===== config.mk =====
export PLATFORM = sky130hd
export DESIGN_NAME = raytrace_lane_scheduler_flat
export DESIGN_NICKNAME = d
export VERILOG_FILES = /design/src/rtl/raytrace_lane_scheduler_if.sv /design/src/rtl/raytrace_lane_scheduler.sv /design/src/flat_wrapper.sv
export SDC_FILE = /design/constraint.sdc
export NUM_CORES = 1
export LEC_CHECK = 0
export CAP_MARGIN = 20
export CORE_UTILIZATION = 30
export CTS_CLUSTER_SIZE = 16
export DETAILED_ROUTE_END_ITERATION = 10
export PLACE_DENSITY = 0.51
export SLEW_MARGIN = 20
export SYNTH_ARGS = -nofsm -noshare
export SYNTH_HDL_FRONTEND = slang
export SYNTH_SLANG_ARGS = --single-unit

===== constraint.sdc =====
create_clock -name clk -period 6.47 [get_ports clk]
set_input_delay 0.647 -clock clk [delete_from_list [all_inputs] [get_ports clk]]
set_output_delay 0.647 -clock clk [all_outputs]
set_load 0.05 [all_outputs]

===== src/rtl/raytrace_lane_scheduler_if.sv =====
// Handshake and data bundle between the frame scheduler, its raytracing lanes and the framebuffer writer.
// master = scheduler side, slave = environment (executor, lanes, framebuffer).
interface raytrace_lane_scheduler_if #(
    parameter int NUM_LANES = 4,
    parameter int X_WIDTH   = 9,
    parameter int Y_WIDTH   = 8,
    parameter int PIX_WIDTH = 16
);
    logic                           frame_start;
    logic                           frame_abort;
    logic                           busy;
    logic                           frame_done;
    logic                           lane_flush;
    logic [NUM_LANES-1:0]           lane_ready;
    logic [NUM_LANES-1:0]           lane_issue_valid;
    logic [X_WIDTH-1:0]             lane_issue_x;
    logic [Y_WIDTH-1:0]             lane_issue_y;
    logic [NUM_LANES-1:0]           lane_result_valid;
    logic [NUM_LANES*PIX_WIDTH-1:0] lane_result_pixel;
    logic                           out_valid;
    logic                           out_ready;
    logic [X_WIDTH-1:0]             out_x;
    logic [Y_WIDTH-1:0]             out_y;
    logic [PIX_WIDTH-1:0]           out_pixel;
    logic                           protocol_error;

    modport master (
        input  frame_start, frame_abort, lane_ready, lane_result_valid, lane_result_pixel, out_ready,
        output busy, frame_done, lane_flush, lane_issue_valid, lane_issue_x, lane_issue_y,
               out_valid, out_x, out_y, out_pixel, protocol_error
    );

    modport slave (
        output frame_start, frame_abort, lane_ready, lane_result_valid, lane_result_pixel, out_ready,
        input  busy, frame_done, lane_flush, lane_issue_valid, lane_issue_x, lane_issue_y,
               out_valid, out_x, out_y, out_pixel, protocol_error
    );
endinterface


===== src/rtl/raytrace_lane_scheduler.sv =====
// Round-robin pixel job issue across lanes, results re-serialised into raster order.
// Latency: result captured at edge t is presented on out_* from cycle t+1; issue is combinational on lane_ready.
// Backpressure: out_ready low holds out_* stable; issue stalls once the current lane's slot is not FREE.
module raytrace_lane_scheduler #(
    parameter int NUM_LANES     = 4,
    parameter int SCREEN_WIDTH  = 320,
    parameter int SCREEN_HEIGHT = 180,
    parameter int X_WIDTH       = 9,
    parameter int Y_WIDTH       = 8,
    parameter int PIX_WIDTH     = 16
) (
    input  logic clk,
    input  logic rst,
    raytrace_lane_scheduler_if.master bus
);
    localparam int LW = $clog2(NUM_LANES);
    localparam logic [X_WIDTH-1:0] X_LAST = X_WIDTH'(SCREEN_WIDTH - 1);
    localparam logic [Y_WIDTH-1:0] Y_LAST = Y_WIDTH'(SCREEN_HEIGHT - 1);

    typedef enum logic [1:0] {S_IDLE, S_RUN, S_FLUSH, S_DONE} state_t;
    typedef enum logic [1:0] {SLOT_FREE, SLOT_BUSY, SLOT_FULL} slot_t;

    state_t               state_q, state_d;
    slot_t                slot_q [NUM_LANES];
    slot_t                slot_d [NUM_LANES];
    logic [PIX_WIDTH-1:0] pix_q  [NUM_LANES];
    logic [LW-1:0]        ip_q, dp_q;
    logic [X_WIDTH-1:0]   ix_q, ox_q;
    logic [Y_WIDTH-1:0]   iy_q, oy_q;
    logic                 perr_q;

    logic                 abort_evt, start_evt, issue_fire, out_vld, drain_fire;
    logic                 last_issue, last_out;
    logic [NUM_LANES-1:0] res_take, stray;

    // Abort wins over everything in its cycle, so it masks issue and drain as well.
    assign abort_evt  = bus.frame_abort && (state_q != S_IDLE);
    assign start_evt  = bus.frame_start && (state_q == S_IDLE);
    assign issue_fire = (state_q == S_RUN) && !abort_evt &&
                        (slot_q[ip_q] == SLOT_FREE) && bus.lane_ready[ip_q];
    assign out_vld    = !abort_evt && (slot_q[dp_q] == SLOT_FULL);
    assign drain_fire = out_vld && bus.out_ready;
    assign last_issue = (ix_q == X_LAST) && (iy_q == Y_LAST);
    assign last_out   = (ox_q == X_LAST) && (oy_q == Y_LAST);

    assign bus.busy             = (state_q != S_IDLE);
    assign bus.frame_done       = (state_q == S_DONE);
    assign bus.lane_flush       = abort_evt;
    assign bus.lane_issue_valid = issue_fire ? (NUM_LANES'(1) << ip_q) : '0;
    assign bus.lane_issue_x     = ix_q;
    assign bus.lane_issue_y     = iy_q;
    assign bus.out_valid        = out_vld;
    assign bus.out_x            = ox_q;
    assign bus.out_y            = oy_q;
    assign bus.out_pixel        = pix_q[dp_q];
    assign bus.protocol_error   = perr_q;

    always_comb begin
        state_d = state_q;
        case (state_q)
            S_IDLE:  if (start_evt) state_d = S_RUN;
            S_RUN:   if (issue_fire && last_issue) state_d = S_FLUSH;
            S_FLUSH: if (drain_fire && last_out) state_d = S_DONE;
            S_DONE:  state_d = S_IDLE;
            default: state_d = S_IDLE;
        endcase
        if (abort_evt) state_d = S_IDLE;
    end

    // Per-slot transitions are mutually exclusive because each keys off a different current state.
    always_comb begin
        res_take = '0;
        stray    = '0;
        for (int i = 0; i < NUM_LANES; i++) begin
            slot_d[i] = slot_q[i];
            if ((state_q != S_IDLE) && bus.lane_result_valid[i]) begin
                if (slot_q[i] == SLOT_BUSY) res_take[i] = 1'b1;
                else                        stray[i]    = 1'b1;
            end
            if (issue_fire && (ip_q == LW'(i)))  slot_d[i] = SLOT_BUSY;
            if (res_take[i])                     slot_d[i] = SLOT_FULL;
            if (drain_fire && (dp_q == LW'(i)))  slot_d[i] = SLOT_FREE;
            if (abort_evt || start_evt)          slot_d[i] = SLOT_FREE;
        end
    end

    always_ff @(posedge clk) begin
        if (rst) begin
            state_q <= S_IDLE;
            ip_q    <= '0;
            dp_q    <= '0;
            ix_q    <= '0;
            iy_q    <= '0;
            ox_q    <= '0;
            oy_q    <= '0;
            perr_q  <= 1'b0;
            for (int i = 0; i < NUM_LANES; i++) begin
                slot_q[i] <= SLOT_FREE;
                pix_q[i]  <= '0;
            end
        end else begin
            state_q <= state_d;
            for (int i = 0; i < NUM_LANES; i++) begin
                slot_q[i] <= slot_d[i];
                if (res_take[i] && !abort_evt)
                    pix_q[i] <= bus.lane_result_pixel[i*PIX_WIDTH +: PIX_WIDTH];
            end
            if (|stray && !abort_evt)
                perr_q <= 1'b1;
            if (start_evt || abort_evt) begin
                ip_q <= '0;
                dp_q <= '0;
                ix_q <= '0;
                iy_q <= '0;
                ox_q <= '0;
                oy_q <= '0;
            end else begin
                if (issue_fire) begin
                    ip_q <= ip_q + LW'(1);
                    ix_q <= (ix_q == X_LAST) ? '0 : ix_q + X_WIDTH'(1);
                    if (ix_q == X_LAST)
                        iy_q <= (iy_q == Y_LAST) ? '0 : iy_q + Y_WIDTH'(1);
                end
                if (drain_fire) begin
                    dp_q <= dp_q + LW'(1);
                    ox_q <= (ox_q == X_LAST) ? '0 : ox_q + X_WIDTH'(1);
                    if (ox_q == X_LAST)
                        oy_q <= (oy_q == Y_LAST) ? '0 : oy_q + Y_WIDTH'(1);
                end
            end
        end
    end
endmodule

===== src/flat_wrapper.sv =====
// flat-port wrapper written by rule: the top's interface ports become plain ports
module raytrace_lane_scheduler_flat 
#(
    parameter int NUM_LANES     = 4,
    parameter int SCREEN_WIDTH  = 320,
    parameter int SCREEN_HEIGHT = 180,
    parameter int X_WIDTH       = 9,
    parameter int Y_WIDTH       = 8,
    parameter int PIX_WIDTH     = 16
)
  (clk, rst, bus_frame_start, bus_frame_abort, bus_lane_ready, bus_lane_result_valid, bus_lane_result_pixel, bus_out_ready, bus_busy, bus_frame_done, bus_lane_flush, bus_lane_issue_valid, bus_lane_issue_x, bus_lane_issue_y, bus_out_valid, bus_out_x, bus_out_y, bus_out_pixel, bus_protocol_error);
  raytrace_lane_scheduler_if #(.NUM_LANES(NUM_LANES), .X_WIDTH(X_WIDTH), .Y_WIDTH(Y_WIDTH), .PIX_WIDTH(PIX_WIDTH)) bus_i ();
  input  logic clk;
  input  logic rst;
  input wire logic [$bits(bus_i.frame_start)-1:0] bus_frame_start;
  input wire logic [$bits(bus_i.frame_abort)-1:0] bus_frame_abort;
  input wire logic [$bits(bus_i.lane_ready)-1:0] bus_lane_ready;
  input wire logic [$bits(bus_i.lane_result_valid)-1:0] bus_lane_result_valid;
  input wire logic [$bits(bus_i.lane_result_pixel)-1:0] bus_lane_result_pixel;
  input wire logic [$bits(bus_i.out_ready)-1:0] bus_out_ready;
  output wire logic [$bits(bus_i.busy)-1:0] bus_busy;
  output wire logic [$bits(bus_i.frame_done)-1:0] bus_frame_done;
  output wire logic [$bits(bus_i.lane_flush)-1:0] bus_lane_flush;
  output wire logic [$bits(bus_i.lane_issue_valid)-1:0] bus_lane_issue_valid;
  output wire logic [$bits(bus_i.lane_issue_x)-1:0] bus_lane_issue_x;
  output wire logic [$bits(bus_i.lane_issue_y)-1:0] bus_lane_issue_y;
  output wire logic [$bits(bus_i.out_valid)-1:0] bus_out_valid;
  output wire logic [$bits(bus_i.out_x)-1:0] bus_out_x;
  output wire logic [$bits(bus_i.out_y)-1:0] bus_out_y;
  output wire logic [$bits(bus_i.out_pixel)-1:0] bus_out_pixel;
  output wire logic [$bits(bus_i.protocol_error)-1:0] bus_protocol_error;
  assign bus_i.frame_start = bus_frame_start;
  assign bus_i.frame_abort = bus_frame_abort;
  assign bus_i.lane_ready = bus_lane_ready;
  assign bus_i.lane_result_valid = bus_lane_result_valid;
  assign bus_i.lane_result_pixel = bus_lane_result_pixel;
  assign bus_i.out_ready = bus_out_ready;
  assign bus_busy = bus_i.busy;
  assign bus_frame_done = bus_i.frame_done;
  assign bus_lane_flush = bus_i.lane_flush;
  assign bus_lane_issue_valid = bus_i.lane_issue_valid;
  assign bus_lane_issue_x = bus_i.lane_issue_x;
  assign bus_lane_issue_y = bus_i.lane_issue_y;
  assign bus_out_valid = bus_i.out_valid;
  assign bus_out_x = bus_i.out_x;
  assign bus_out_y = bus_i.out_y;
  assign bus_out_pixel = bus_i.out_pixel;
  assign bus_protocol_error = bus_i.protocol_error;
  raytrace_lane_scheduler #(.NUM_LANES(NUM_LANES), .SCREEN_WIDTH(SCREEN_WIDTH), .SCREEN_HEIGHT(SCREEN_HEIGHT), .X_WIDTH(X_WIDTH), .Y_WIDTH(Y_WIDTH), .PIX_WIDTH(PIX_WIDTH)) u_core (.clk(clk), .rst(rst), .bus(bus_i));
endmodule

==> qor.yml <==
outcome: "finished, final reports clean"
hold_class: "reg -> reg"
start_util: 0.306
h-tree-depth: 4
ys_warn_count: 0
crit_required_ps: 5820
postSynthCellCount: 482
die-width_um: 137
timing.hold.ws_ps: 489
timing_worst_setup_path_type: "in -> out"
antenna_found_initial: 1
hold_viol_final: 0
syn_area_sq_um: 5500
cp.arrival_ps: 3800
clock_skew_ps: 6.70
clockBufferDepth: 2
ys_seq_area_frac: 0.543
crit_path_end_kind: "output port"
yosysMostFrequentCell: "and2_1"
syn_area_per_cell_sq_um: 11.4
drtIter0Drc: 212
die_h_um: 137
synthArstFlopShare: 0
ios: 136
vdd_drop_max_mv: 0.184
reg2reg_from: "u_core.state_q[0]"
dpl_cell_area_sq_um: 7130
vias_per_cell: 4.72
synthTopCellsByCount: "and2_1 (67), edfxtp_1 (64), dfxtp_1 (53)"
synth_area_leaders: "edfxtp_1 (35%), dfxtp_1 (19%), and2_1 (7.6%)"
finish.net_count: 717
gp_congestion: 0.771
r2r_slack_ps: 3810
rsz0062_at_grt: "false"
post-route-period-util: 0.687
vias: 4087
ant_nets: 0
core_area_sq_um: 18000
die-area_sq_um: 18900
cts-root-buf: "clkbuf_16"
clkLatencyLatePin_ps: 410
rr_endpoint: "u_core.bus.lane_issue_x[8]"
final_cell_area_sq_um: 7730
yosysTopAreaCell: "edfxtp_1"
leakage_nw: 2.73
holdBufCountCts: 0
cts_setup_buffers: 0
ys_types: 48
ctsResizeCount: 0
row_count: 49
grt_pass1_vias: 4160
synth_fp_nets: 575
cts_made_buffers: 17
port_buffers: 135
drive_above_1_share: 0.108
overflow: 0
route.detailed.drc: 0
cp-start-kind: "input pin"
hold-path-endpoint: "u_core.bus.protocol_error"
period_needed_ps: 4440
slew_headroom: 0.299
clk_pin_slew_ps: 50
dr.pass1.iters: 4
grt_pass1_wl_mm: 22.5
p_per_area_nw_per_um2: 268
grt_usage: 0.163
final-setup-viol-count: 0
synthFlopType: "edfxtp_1"
synth_seq_cells: 117
fmax_ghz: 0.225
antenna_cells: 0
report.final.slew_viol_count: 0
reg2reg_depth: 8
tns_ps: 0
tightestPinTransition_ps: 1050
cts_tree: "built"
hold_depth: 2
area_delta_synth_final_pct: 40.7
synth_top_area_frac: 0.350
cts.sinks: 117
wl_mm: 14.6
grt_max_degree: 18
cp_max_fo: 14
drv_cap: 0
min-delay-start: "u_core.bus.protocol_error"
wl_per_cell_um: 16.9
synth_edf_count: 64
hpwl_mm: 10.2
==> placed cells by master, fill, tap and decap left out, types with 5 or more instances in the layout <==
master	synthesis	layout
nand3_1	15	15
xor2_1	12	12
and2_1	67	67
nand4_1	8	8
inv_6	0	6
o21ai_0	9	9
nand2b_1	5	5
inv_1	18	18
clkbuf_16	0	17
nor2_1	50	50
xnor2_1	13	13
nand2_1	34	34
ha_1	16	16
dfxtp_1	53	53
clkdlybuf4s50_1	0	135
nor2b_1	9	9
nor3b_1	5	5
edfxtp_1	64	64
mux4_2	18	18
a21oi_1	17	17
nor3_1	9	5
==> cell families after synthesis <==
kind of cell	after synthesis	share of synthesized area
AOI/OAI and AO/OA	41	0.0446
xor gates and xnor gates	25	0.0398
adders and majority gates	16	0.0364
buffers and inverters	34	0.0262
DFF	117	0.543
muxes	21	0.0822
and+or+nand+nor	228	0.228
==> final cells by class <==
| cell class | count | area (sq um) |
|---|---|---|
| Inverter | 18 | 67.6 |
| Tap cell | 229 | 287 |
| Sequential cell | 117 | 2980 |
| Timing Repair Buffer | 139 | 1380 |
| Multi-Input combinational cell | 331 | 2420 |
| Clock inverter | 15 | 169 |
| Fill cell | 1692 | 10200 |
| Clock buffer | 17 | 425 |
==> report_power, final <==
part	total, mW	internal (mW)	switching [mW]
registers	0.822	0.808	0.0147
logic	0.302	0.113	0.190
clock network	0.944	0.576	0.368
total	2.07	1.50	0.572
==> sequential cells by signal, indices dropped and copies added (netlist names), named ones only <==
register,count
u_core.bus.lane_issue_x,9
u_core.bus.lane_issue_y,8
u_core.bus.out_x,9
u_core.bus.out_y,8
u_core.bus.protocol_error,1
u_core.dp_q,2
u_core.ip_q,2
u_core.pix_q,64
u_core.slot_q,8
u_core.state_q,2
==> how the worst max path moves through the flow <==
stage	slack, ps	to	startpoint	cells after the start
after floorplan	3830	bus_lane_issue_valid[1]	bus_lane_ready[1]	6
after global placement	2160	bus_lane_issue_valid[3]	bus_frame_abort	7
after detailed placement	2090	bus_lane_issue_valid[3]	bus_frame_abort	7
after CTS	2070	bus_lane_issue_valid[3]	bus_frame_abort	7
after global routing	1850	bus_lane_issue_valid[3]	bus_frame_abort	7
final	2030	bus_lane_issue_valid[3]	bus_frame_abort	7
==> stage by stage <==
stage                     utilization  worst slack (ps)  cells  total power [mW]
final                           0.430              2030    866              2.07
after global routing            0.430              1850    866              2.16
after CTS                       0.430              2070    866              2.09
after detailed placement        0.397              2090    834              1.14
after global placement          0.396              2160    834              1.14
after floorplan                     -              3830    482              1.02
==> per-layer routing <==
| metal | part of all wire | wire [um] | up-vias | track usage |
|---|---|---|---|---|
| li1 | - | - | 1997 | - |
| met1 | 0.44 | 6450 | 1937 | 0.196 |
| met2 | 0.47 | 6840 | 133 | 0.267 |
| met3 | 0.074 | 1090 | 18 | 0.0585 |
| met4 | 0.018 | 258 | 2 | 0.0574 |
| met5 | 0.00089 | 13 | - | 0 |
==> critical path, stage by stage <==
cell	delay [ps]
clkdlybuf4s50_1	710
nand2b_2	340
and3_4	260
and2_0	680
nand2_1	210
inv_1	120
clkdlybuf4s50_1	820
Note: power is estimated with default switching activity, not from simulation.
